[src/rtl/pwm_fade_sequencer.sv]
// rtl/pwm_fade_sequencer.sv - multi-channel PWM fade engine with shared triangle/sawtooth level
module pwm_fade_sequencer #(
  parameter int CHANNELS = 3,
  parameter int DUTY_W   = 8,
  parameter int STEP_DIV = 100,
  parameter int PHASE    = 16
) (
  input  logic                clk,
  input  logic                reset,
  input  logic                enable,
  input  logic [1:0]          mode,
  input  logic [DUTY_W-1:0]   static_duty,
  output logic [CHANNELS-1:0] pwm_out,
  output logic [DUTY_W-1:0]   level,
  output logic                cycle_done
);

  localparam logic [DUTY_W-1:0] MAX      = '1;
  localparam int                PRE_W    = (STEP_DIV > 1) ? $clog2(STEP_DIV) : 1;
  localparam logic [PRE_W-1:0]  PRE_LAST = PRE_W'(STEP_DIV - 1);

  typedef enum logic {RISE, FALL} state_t;

  state_t              state;
  logic [1:0]          mode_q;
  logic [PRE_W-1:0]    prescaler;
  logic [DUTY_W-1:0]   pwm_cnt;
  logic [DUTY_W-1:0]   shadow [CHANNELS];
  logic [DUTY_W-1:0]   target [CHANNELS];
  logic [DUTY_W+3:0]   level_ext;
  logic                tick;
  logic                ramp;

  assign tick      = (prescaler == PRE_LAST);
  assign ramp      = (mode_q == 2'd1) || (mode_q == 2'd2);
  assign level_ext = {4'b0000, level};

  // Lag is subtracted in a widened domain so a large lag clamps to zero instead of wrapping.
  always_comb begin
    for (int i = 0; i < CHANNELS; i++) begin
      target[i] = '0;
      if (mode_q == 2'd3)
        target[i] = static_duty;
      else if (ramp && (level_ext > (DUTY_W+4)'(i * PHASE)))
        target[i] = DUTY_W'(level_ext - (DUTY_W+4)'(i * PHASE));
    end
  end

  always_ff @(posedge clk) begin
    if (reset) begin
      state      <= RISE;
      mode_q     <= 2'd0;
      prescaler  <= '0;
      level      <= '0;
      cycle_done <= 1'b0;
    end else begin
      cycle_done <= 1'b0;
      if (mode != mode_q) begin
        mode_q    <= mode;
        state     <= RISE;
        prescaler <= '0;
        level     <= '0;
      end else if (enable) begin
        prescaler <= tick ? '0 : prescaler + 1'b1;
        if (tick && ramp) begin
          if (mode_q == 2'd2) begin
            state <= RISE;
            if (level == MAX) begin
              level      <= '0;
              cycle_done <= 1'b1;
            end else begin
              level <= level + 1'b1;
            end
          end else if (state == RISE) begin
            level <= level + 1'b1;
            if (level == MAX - 1'b1)
              state <= FALL;
          end else begin
            level <= level - 1'b1;
            if (level == {{(DUTY_W-1){1'b0}}, 1'b1}) begin
              state      <= RISE;
              cycle_done <= 1'b1;
            end
          end
        end
      end
    end
  end

  // Shadows only reload on the last count of a period, so every period is a whole pulse.
  always_ff @(posedge clk) begin
    if (reset) begin
      pwm_cnt <= '0;
      pwm_out <= '0;
      for (int i = 0; i < CHANNELS; i++)
        shadow[i] <= '0;
    end else if (enable) begin
      pwm_cnt <= pwm_cnt + 1'b1;
      for (int i = 0; i < CHANNELS; i++) begin
        pwm_out[i] <= (pwm_cnt < shadow[i]);
        if (pwm_cnt == MAX)
          shadow[i] <= target[i];
      end
    end else begin
      pwm_out <= '0;
    end
  end

endmodule

[config.mk]
export PLATFORM = sky130hd
export DESIGN_NAME = pwm_fade_sequencer
export DESIGN_NICKNAME = d
export VERILOG_FILES = /design/src/rtl/pwm_fade_sequencer.sv
export SDC_FILE = /design/constraint.sdc
export NUM_CORES = 1
export LEC_CHECK = 0
export CORE_UTILIZATION = 50
export CTS_CLUSTER_SIZE = 25
export DETAILED_ROUTE_END_ITERATION = 7
export MAX_ROUTING_LAYER = met4
export PLACE_DENSITY_LB_ADDON = 0.1
export SKIP_CTS_REPAIR_TIMING = 1
export SLEW_MARGIN = 25
export SYNTH_ARGS = -nofsm -noshare
export SYNTH_HDL_FRONTEND = slang
export SYNTH_SLANG_ARGS = --single-unit
export TNS_END_PERCENT = 10
[constraint.sdc]
create_clock -name clk -period 2.1 [get_ports clk]
set_input_delay 0.42 -clock clk [delete_from_list [all_inputs] [get_ports clk]]
set_output_delay 0.42 -clock clk [all_outputs]
set_load 0.005 [all_outputs]
==> results of run 1 <==
[where the power goes]
part	internal (uW)	switching (uW)	leakage, uW
clock	266	341	0.0000488
combinational	78.5	79.3	0.00101
sequential	1130	16.0	0.000471
[layout make-up]
class	instances	area share, %
multi-input combinational	245	45.4
timing repair buffer	52	12.1
clock buffer	6	2.16
tap	75	2.46
sequential	54	34.6
clock inverter	2	0.328
inverter	30	2.95
[logic make-up after synthesis]
family                     share of synthesized area [%]
xor gates and xnor gates                            4.91
and+or+nand+nor                                     16.6
AOI/OAI and AO/OA                                   16.9
muxes                                              0.936
DFF                                                 41.2
adders and majority gates                           14.4
buffers and inverters                               5.03
[layer usage]
layer | vias to the layer above | GRT usage [%]
li1 | 1336 | -
met1 | 1237 | 30.3
met2 | 49 | 40.8
met3 | 14 | 3.19
met4 | 0 | 8.95
met5 | - | -
[metrics by stage]
stage | area, um^2 | hold WS [ps] | setup slack [ps] | TNS, ps
2_1_floorplan | 3210 | 485 | 144 | 0
3_3_place_gp | 3720 | 501 | -49.6 | -122
3_5_place_dp | 3720 | 509 | -55.0 | -183
4_1_cts | 3810 | 537 | 18.4 | 0
5_1_grt | 3820 | 544 | 20.0 | 0
6_report | 3820 | 535 | 162 | 0
[registers in the layout (all words and copies together), names as in the netlist]
name	cells
mode_q	2
shadow	24
pwm_out	3
level	8
pwm_cnt	8
cycle_done	1
state	1
prescaler	7
[worst max path at each step]
stage	from	endpoint	slack, ps	depth (start not counted)
floorplan	level[0]	shadow[0][10]	140	8
global placement	enable	level[5]	-50	5
detailed placement	enable	level[5]	-50	5
CTS	level[1]	shadow[0][1]	20	7
global route	level[1]	shadow[0][4]	20	7
finish	mode_q[0]	level[5]	160	5
[Yosys cell counts (4+ instances only)]
| cell | count | area [um^2] |
|---|---|---|
| nand2_1 | 28 | 105 |
| o21ai_0 | 11 | 55.1 |
| ha_1 | 37 | 463 |
| a32o_1 | 4 | 40.0 |
| nand4_1 | 7 | 43.8 |
| o22ai_1 | 5 | 31.3 |
| dfxtp_1 | 30 | 601 |
| a211oi_1 | 7 | 52.6 |
| edfxtp_1 | 24 | 721 |
| or3_1 | 5 | 31.3 |
| inv_1 | 30 | 113 |
| nor3_1 | 7 | 35.0 |
| nand3_1 | 5 | 25.0 |
| clkbuf_1 | 12 | 45.0 |
| nand2b_1 | 6 | 37.5 |
| xnor2_1 | 9 | 78.8 |
| o2bb2ai_1 | 4 | 35.0 |
| xor2_1 | 9 | 78.8 |
| a21oi_1 | 23 | 115 |
| nor2_1 | 29 | 109 |
| a21o_1 | 7 | 52.6 |
[critical path, cell delays in order (launching register included)]
cell and delay (ps):
dfxtp_1 380, inv_1 60, ha_1 350, or3_4 440
or4_1 510, a21oi_1 140
==> summary.md, run 1 <==
| Metric | Value |
|---|---|
| Outcome | complete, no violations |
| CTS Buf Count | 5 |
| Placed cells | 456 |
| Worst vdd ir | 0.350 mV |
| Critical-path maximum fanout | 4 |
| Syn Area/Cell | 9.38 um^2 |
| Max Buffers Root-to-Sink | 2 |
| # IOs | 25 |
| Final Skew | 12.6 ps |
| Fin crit period | 1940 ps |
| Fraction of layout cells with a size suffix above 1 | 10.5% |
| Area taken by multi-input logic gates | 1730 um^2 |
| Antenna cells | 0 |
| Detail Placement HPWL | 5.63 mm |
| Most common cell after layout, fill and taps aside | ha_1 |
| Leak | 0.00153 uW |
| R2R setup slack | 160 ps |
| Reg clk slew, reported paths | 90 ps |
| Fmax | 516 MHz |
| Metal3 WL | 217 um |
| Tightest Hold Check Type | reg2reg |
| Root buf cell | clkbuf_8 |
| FF+latch count, synth | 54 |
| Final Power | 1910 uW |
| Tightest Pin Transition | 471 ps |
| Seq/Total Area, Yosys | 41.2% |
| YS warnings | 0 |
| GR Overflow Total | 0 |
| Initial core utilization | 53.0% |
| CTS tree | built |
| Pwr Density | 500 nW/um^2 |
| Arr. time, crit path | 2180 ps |
| First-pass GRT wire length | 12.0 mm |
| Vias in the first global route | 2502 |
| Die Y | 82.1 um |
| Via density | 5.68 |
| RSZ-0062 raised after global routing | no |
| Total Wirelength | 7.25 mm |
| WHS Endpoint | prescaler[6] |
| Endpoints failing setup | 0 |
| Final Non-Filler Cells | 464 |
| WL met1 | 3.31 mm |
| Critical Path End Type | flop |
| Nets | 438 |
| Wire per inst | 15.6 um |
| Uppermost routed layer | met4 |
| EDFF count, synth | 24 |
| Synth cell types | 44 |
| Post-synthesis cell area | 3210 um^2 |
| Asr flop ratio synth | 0% |
| Final hold violation count | 0 |
| Starting DRT DRC Count | 157 |
| RR Endpoint | level[5] |
| Die W | 82.1 um |
| CTS H-Tree Depth | 2 |
| Worst Reg-to-Reg Cells | 5 |
| Primary FF master, synth | dfxtp_1 |
| First-pass DRT Iterations | 5 |
| Hold path cells | 2 |
| Register Area | 1320 um^2 |
| DRC | 0 |
| Max-slew headroom | 68.3% |
| Cells after Synth | 342 |
| Initial antenna violation count | 0 |
| Kind of critical path | reg2reg |
| GRT Total Usage | 24.5% |
| Max Slew Vio Count | 0 |
| Routed via count | 2636 |
| Met2 wire len | 3.53 mm |
| Net Count, Synth | 392 |
| Max-cap viol count | 0 |
| Final antenna-violating net count | 0 |
| Highest-count cells in the layout ignoring fill and taps | 37 x ha_1, 30 x inv_1, 30 x dfxtp_1 |
| Final period util | 92.3% |
| Gpl congestion | 0.912 |
| Worst endpoint required time | 2340 ps |
| Site row count | 28 |
| Die area | 6740 um^2 |
| Critical R2R Launch | mode_q[0] |
| Area growth, synth to finish | 19.0% |
| Hold path startpoint | prescaler[6] |
| Fill count | 544 |
| CP startpoint kind | flop |
| Skew-Pair Late Insertion Delay | 310 ps |
| Number of I/O port buffers | 24 |
| # clock sinks | 54 |
| Largest net degree at the start of global routing | 25 |
| Total core area | 6060 um^2 |
| Finished Core Util | 63.0% |
Power figures use the tool's default switching activity.
==> run 2, diff against run 1 <==
CORE_MARGIN = 5   (was not set)
==> run 2 against run 1 <==
Net effect:
- setup slack lost 54 ps
- clock skew shrank 5.0 ps
- sequential power is essentially flat
- clock-buffer cell count is the same
- combinational power is essentially flat
- cell count grew 0.65%
- non-clock buffer count grew 1
- flip-flop and latch count is the same
- critical path type unchanged
==> summary.md, run 2 (synthesized netlist as in run 1, its figures left out) <==
| Metric | Value |
|---|---|
| Outcome | complete, no violations |
| Routed via count | 2617 |
| Area growth, synth to finish | 19.6% |
| Critical-path top delay cell | a311oi_1 |
| Die W | 90.1 um |
| Final hold slack | 536 ps |
| Area taken by multi-input logic gates | 1730 um^2 |
| CP startpoint | level[0] |
| Initial core utilization | 50.8% |
| Placed inst area | 3730 um^2 |
| Starting DRT DRC Count | 170 |
| CP top delay family | compound AO/OA/AOI/OAI gates |
| Largest net degree at the start of global routing | 25 |
| Tightest Hold Check Type | reg2reg |
| Setup TNS | 0 ps |
| Fin crit period | 1990 ps |
| Skew-Pair Late Insertion Delay | 310 ps |
| Critical Path End Type | flop |
| Critical-path maximum fanout | 4 |
| Hold path cells | 2 |
| # IOs | 25 |
| Nets | 439 |
| CP startpoint kind | flop |
| Highest-count cells in the layout ignoring fill and taps | 37 x ha_1, 30 x inv_1, 30 x dfxtp_1 |
| GRT Total Usage | 19.1% |
| RSZ-0062 raised after global routing | no |
| Final hold violation count | 0 |
| Reg clk slew, reported paths | 100 ps |
| Worst Reg-to-Reg Cells | 7 |
| # clock sinks | 54 |
| Max reg flops | 24 |
| Total core area | 6310 um^2 |
| Number of I/O port buffers | 24 |
| Largest regs | shadow (24), level (8), pwm_cnt (8) |
| Max-cap viol count | 0 |
| Critical R2R Launch | level[0] |
| Most common cell after layout, fill and taps aside | ha_1 |
| Total Wirelength | 7.26 mm |
| Buf/Inv on CP | 2 |
| WHS Endpoint | prescaler[6] |
| R2R setup slack | 110 ps |
| Biggest register | shadow |
| Wire per inst | 15.5 um |
| Max-slew headroom | 63.4% |
| Initial antenna violation count | 0 |
| Die Y | 90.1 um |
| Antenna cells | 0 |
| Final antenna-violating net count | 0 |
| DRC | 0 |
| CTS Buf Count | 5 |
| Leak | 0.00154 uW |
| Design Area, Final | 3840 um^2 |
| Register Area | 1320 um^2 |
| First-pass DRT Iterations | 4 |
| CTS tree | built |
| Fraction of layout cells with a size suffix above 1 | 10.8% |
| First-pass GRT wire length | 12.6 mm |
| Fill count | 602 |
| Kind of critical path | reg2reg |
| Vias in the first global route | 2575 |
| Max Slew Vio Count | 0 |
| Via density | 5.60 |
| Root buf cell | clkbuf_8 |
| Detail Placement HPWL | 5.61 mm |
| Fmax | 502 MHz |
| GR Overflow Total | 0 |
| Site row count | 29 |
| Worst vdd ir | 0.317 mV |
| Final Skew | 7.52 ps |
| Arr. time, crit path | 2140 ps |
| RR Endpoint | shadow[0][1] |
| Max stage delay on crit path | 510 ps |
| Tightest Pin Transition | 545 ps |
| Pwr Density | 524 nW/um^2 |
| CP Cell Sequence | inv_1, ha_1, nor3b_1, buf_4, a311oi_1, nand2_1, a21oi_1 |
| Worst endpoint required time | 2250 ps |
| Max Buffers Root-to-Sink | 2 |
| Die area | 8120 um^2 |
| CTS H-Tree Depth | 2 |
| Gpl congestion | 0.871 |
| Endpoints failing setup | 0 |
| Final Power | 2010 uW |
| Hold path startpoint | prescaler[6] |
| Final period util | 94.9% |
==> run 2: worst min-delay path, cell delays in order, from the launching register on <==
cell and delay (ps):
dfxtp_1 360, xnor2_1 80, nor2_1 70
==> run 2: power by group <==
group	internal [uW]	leakage (uW)	total, uW	switching, uW
sequential	1130	0.000471	1140	16.1
clock	356	0.0000514	707	350
combinational	80.6	0.00101	161	80.4
==> run 2: per-stage QoR <==
step | setup slack, ps | util, % | cells
3_5_place_dp | -77.9 | 59.0 | 459
4_1_cts | 83.1 | 60.8 | 467
2_1_floorplan | 144 | - | 342
3_3_place_gp | -70.1 | 59.0 | 459
6_report | 108 | 60.8 | 467
5_1_grt | 27.2 | 60.8 | 467
==> run 2: how the worst max path moves through the flow <==
| stage | cells after the start | slack [ps] | endpoint |
|---|---|---|---|
| after floorplan | 8 | 140 | shadow[0][10] |
| after global placement | 5 | -70 | level[5] |
| after detailed placement | 6 | -80 | level[3] |
| after CTS | 7 | 80 | shadow[0][4] |
| after global routing | 7 | 30 | shadow[0][1] |
| final | 7 | 110 | shadow[0][1] |
==> run 2: cell type report <==
type,count,area share (%)
clock buffers,6,1.89
clock inverters,2,0.978
inverters,30,2.93
multi-input cells,245,45.0
flip-flops and latches,54,34.4
well taps,77,2.51
repair buffers,53,12.3
==> run 2: routing by layer <==
| metal | wire (um) | up-vias | track usage, % |
|---|---|---|---|
| met4 | 57 | 0 | 3.72 |
| met5 | 0 | - | - |
| met1 | 3410 | 1239 | 24.2 |
| met2 | 3580 | 41 | 32.9 |
| li1 | - | 1332 | - |
| met3 | 218 | 5 | 2.50 |
==> run 3, diff against run 2 <==
PLACE_DENSITY = 0.8   (was not set)
PLACE_DENSITY_LB_ADDON = not set   (was 0.1)
==> run 3 against run 2 <==
Net effect:
- combinational power hardly changed
- clock power is 14% lower
- die area stayed put
- highest routed layer unchanged
- via count is 0.34% higher
- first-iteration DRC count is 42% higher
- worst hold slack better by 27 ps
- largest cell class unchanged
==> summary.md, run 3 (synthesized netlist as in run 1, its figures left out) <==
| Metric | Value |
|---|---|
| Outcome | complete, no violations |
| Vias in the first global route | 2643 |
| Buf/Inv on CP | 2 |
| Internal | 1450 uW |
| Worst Reg-to-Reg Cells | 6 |
| Total Wirelength | 7.11 mm |
| Antenna cells | 0 |
| Critical R2R Launch | pwm_cnt[0] |
| Max-cap viol count | 0 |
| Final antenna-violating net count | 0 |
| Switch share | 24.1% |
| Reg power frac | 59.8% |
| Pwr Density | 502 nW/um^2 |
| Max-slew headroom | 69.7% |
| Hold path startpoint | prescaler[0] |
| CP startpoint kind | flop |
| Comb power frac | 8.5% |
| GRT Total Usage | 18.1% |
| WHS Endpoint | prescaler[0] |
| Worst endpoint required time | 1680 ps |
| Site row count | 29 |
| First-pass DRT Iterations | 4 |
| R2R setup slack | 190 ps |
| Total core area | 6310 um^2 |
| Biggest register | shadow |
| Max Buffers Root-to-Sink | 2 |
| Worst vdd ir | 0.309 mV |
| Die area | 8120 um^2 |
| Root buf cell | clkbuf_8 |
| Hold path cells | 2 |
| Reg clk slew, reported paths | 100 ps |
| Placed inst area | 3710 um^2 |
| Final Skew | 5.40 ps |
| Starting DRT DRC Count | 241 |
| RR Endpoint | shadow[0][15] |
| Detail Placement HPWL | 5.42 mm |
| Gpl congestion | 0.908 |
| DRC | 0 |
| Leak | 0.00152 uW |
| Routed via count | 2626 |
| Skew-Pair Late Insertion Delay | 310 ps |
| Endpoints failing setup | 0 |
| Max stage delay on crit path | 500 ps |
| Final period util | 92.6% |
| Max Slew Vio Count | 0 |
| Fin crit period | 1950 ps |
| Final hold violation count | 0 |
| CTS tree | built |
| Tightest Pin Transition | 453 ps |
| CP Cell Sequence | buf_4, clkdlybuf4s50_1 |
| Tightest Hold Check Type | reg2reg |
| Highest-count cells in the layout ignoring fill and taps | 36 x ha_1, 30 x inv_1, 30 x dfxtp_1 |
| Placed cells | 457 |
| GR Overflow Total | 0 |
| Critical-path top delay cell | dfxtp_1 |
| Initial core utilization | 50.8% |
| Worst Slack Setup Final | 155 ps |
| Fraction of layout cells with a size suffix above 1 | 10.6% |
| # IOs | 25 |
| # clock sinks | 54 |
| Critical-path maximum fanout | 9 |
| Wire per inst | 15.3 um |
| Number of I/O port buffers | 24 |
| Setup TNS | 0 ps |
| Max reg flops | 24 |
| Die Y | 90.1 um |
| Design Area, Final | 3810 um^2 |
| Largest net degree at the start of global routing | 25 |
| NetSw | 461 uW |
| Initial antenna violation count | 0 |
| Fmax | 514 MHz |
| Final Non-Filler Cells | 465 |
| Largest regs | shadow (24), level (8), pwm_cnt (8) |
| Critical Path End Type | output port |
| Die W | 90.1 um |
| Arr. time, crit path | 1530 ps |
| CTS H-Tree Depth | 2 |
| CP top delay family | buffers and inverters |
| Most common cell after layout, fill and taps aside | ha_1 |
| First-pass GRT wire length | 12.1 mm |
| Area growth, synth to finish | 18.6% |
| RSZ-0062 raised after global routing | no |
| Place WS | -117 ps |
| Nets | 437 |
| Kind of critical path | reg2out |
| Final Power | 1910 uW |
| Clk pwr share | 31.6% |
| CTS Buf Count | 5 |
| Via density | 5.65 |
## run 3: cell count changes in the layout (fill, tap and decap cells not counted)
cell / change
inv_6: +1
inv_4: +1
clkbuf_1: -1
ha_2: +1
bufinv_16: -1
nor2_1: +1
nor2_2: -1
ha_1: -1
buf_4: -2
## run 3: power by group through the flow
stage	clock [uW]	sequential [uW]	combinational [uW]
2_1_floorplan	0	1160	83.6
3_3_place_gp	0	1170	157
3_5_place_dp	0	1170	164
4_1_cts	622	1140	165
5_1_grt	660	1150	182
6_report	605	1140	163
## run 3: worst min-delay path: cells and delay by family, from the launching register on
| family | cells | cell delay, ps |
|---|---|---|
| XOR/XNOR | 1 | 140 |
| flip-flops | 1 | 350 |
| AND/OR/NAND/NOR | 1 | 40 |
## run 3: metal layers
layer  vias up  share of wire [%]  global-route usage [%]
met2        68                 50                    31.1
met5         -                  0                       -
li1       1327                  -                       -
met1      1225                 45                    22.3
met3         6                4.0                    2.59
met4         0               0.96                    4.96
## run 3: final cells by class
| class | instances | area, um^2 |
|---|---|---|
| multi-input cells | 245 | 1730 |
| fillers | 550 | 2510 |
| clock inverters | 3 | 22.5 |
| well taps | 77 | 96.3 |
| repair buffers | 51 | 455 |
| flip-flops and latches | 54 | 1320 |
| inverters | 30 | 113 |
| clock buffers | 5 | 68.8 |
## run 3: through the flow
stage	util (%)	hold slack [ps]
CTS	60.2	567
finish	60.3	562
floorplan	-	485
detailed placement	58.8	549
global route	60.3	595
global placement	58.8	498
## run 3: how the worst max path moves through the flow
stage                     from             to  depth (start not counted)
floorplan             level[0]  shadow[0][10]                          8
CTS                   level[2]       level[2]                          1
global placement        enable       level[5]                          5
detailed placement      enable       level[5]                          5
finish                level[4]       level[4]                          2
global route        pwm_cnt[0]   shadow[0][9]                          6
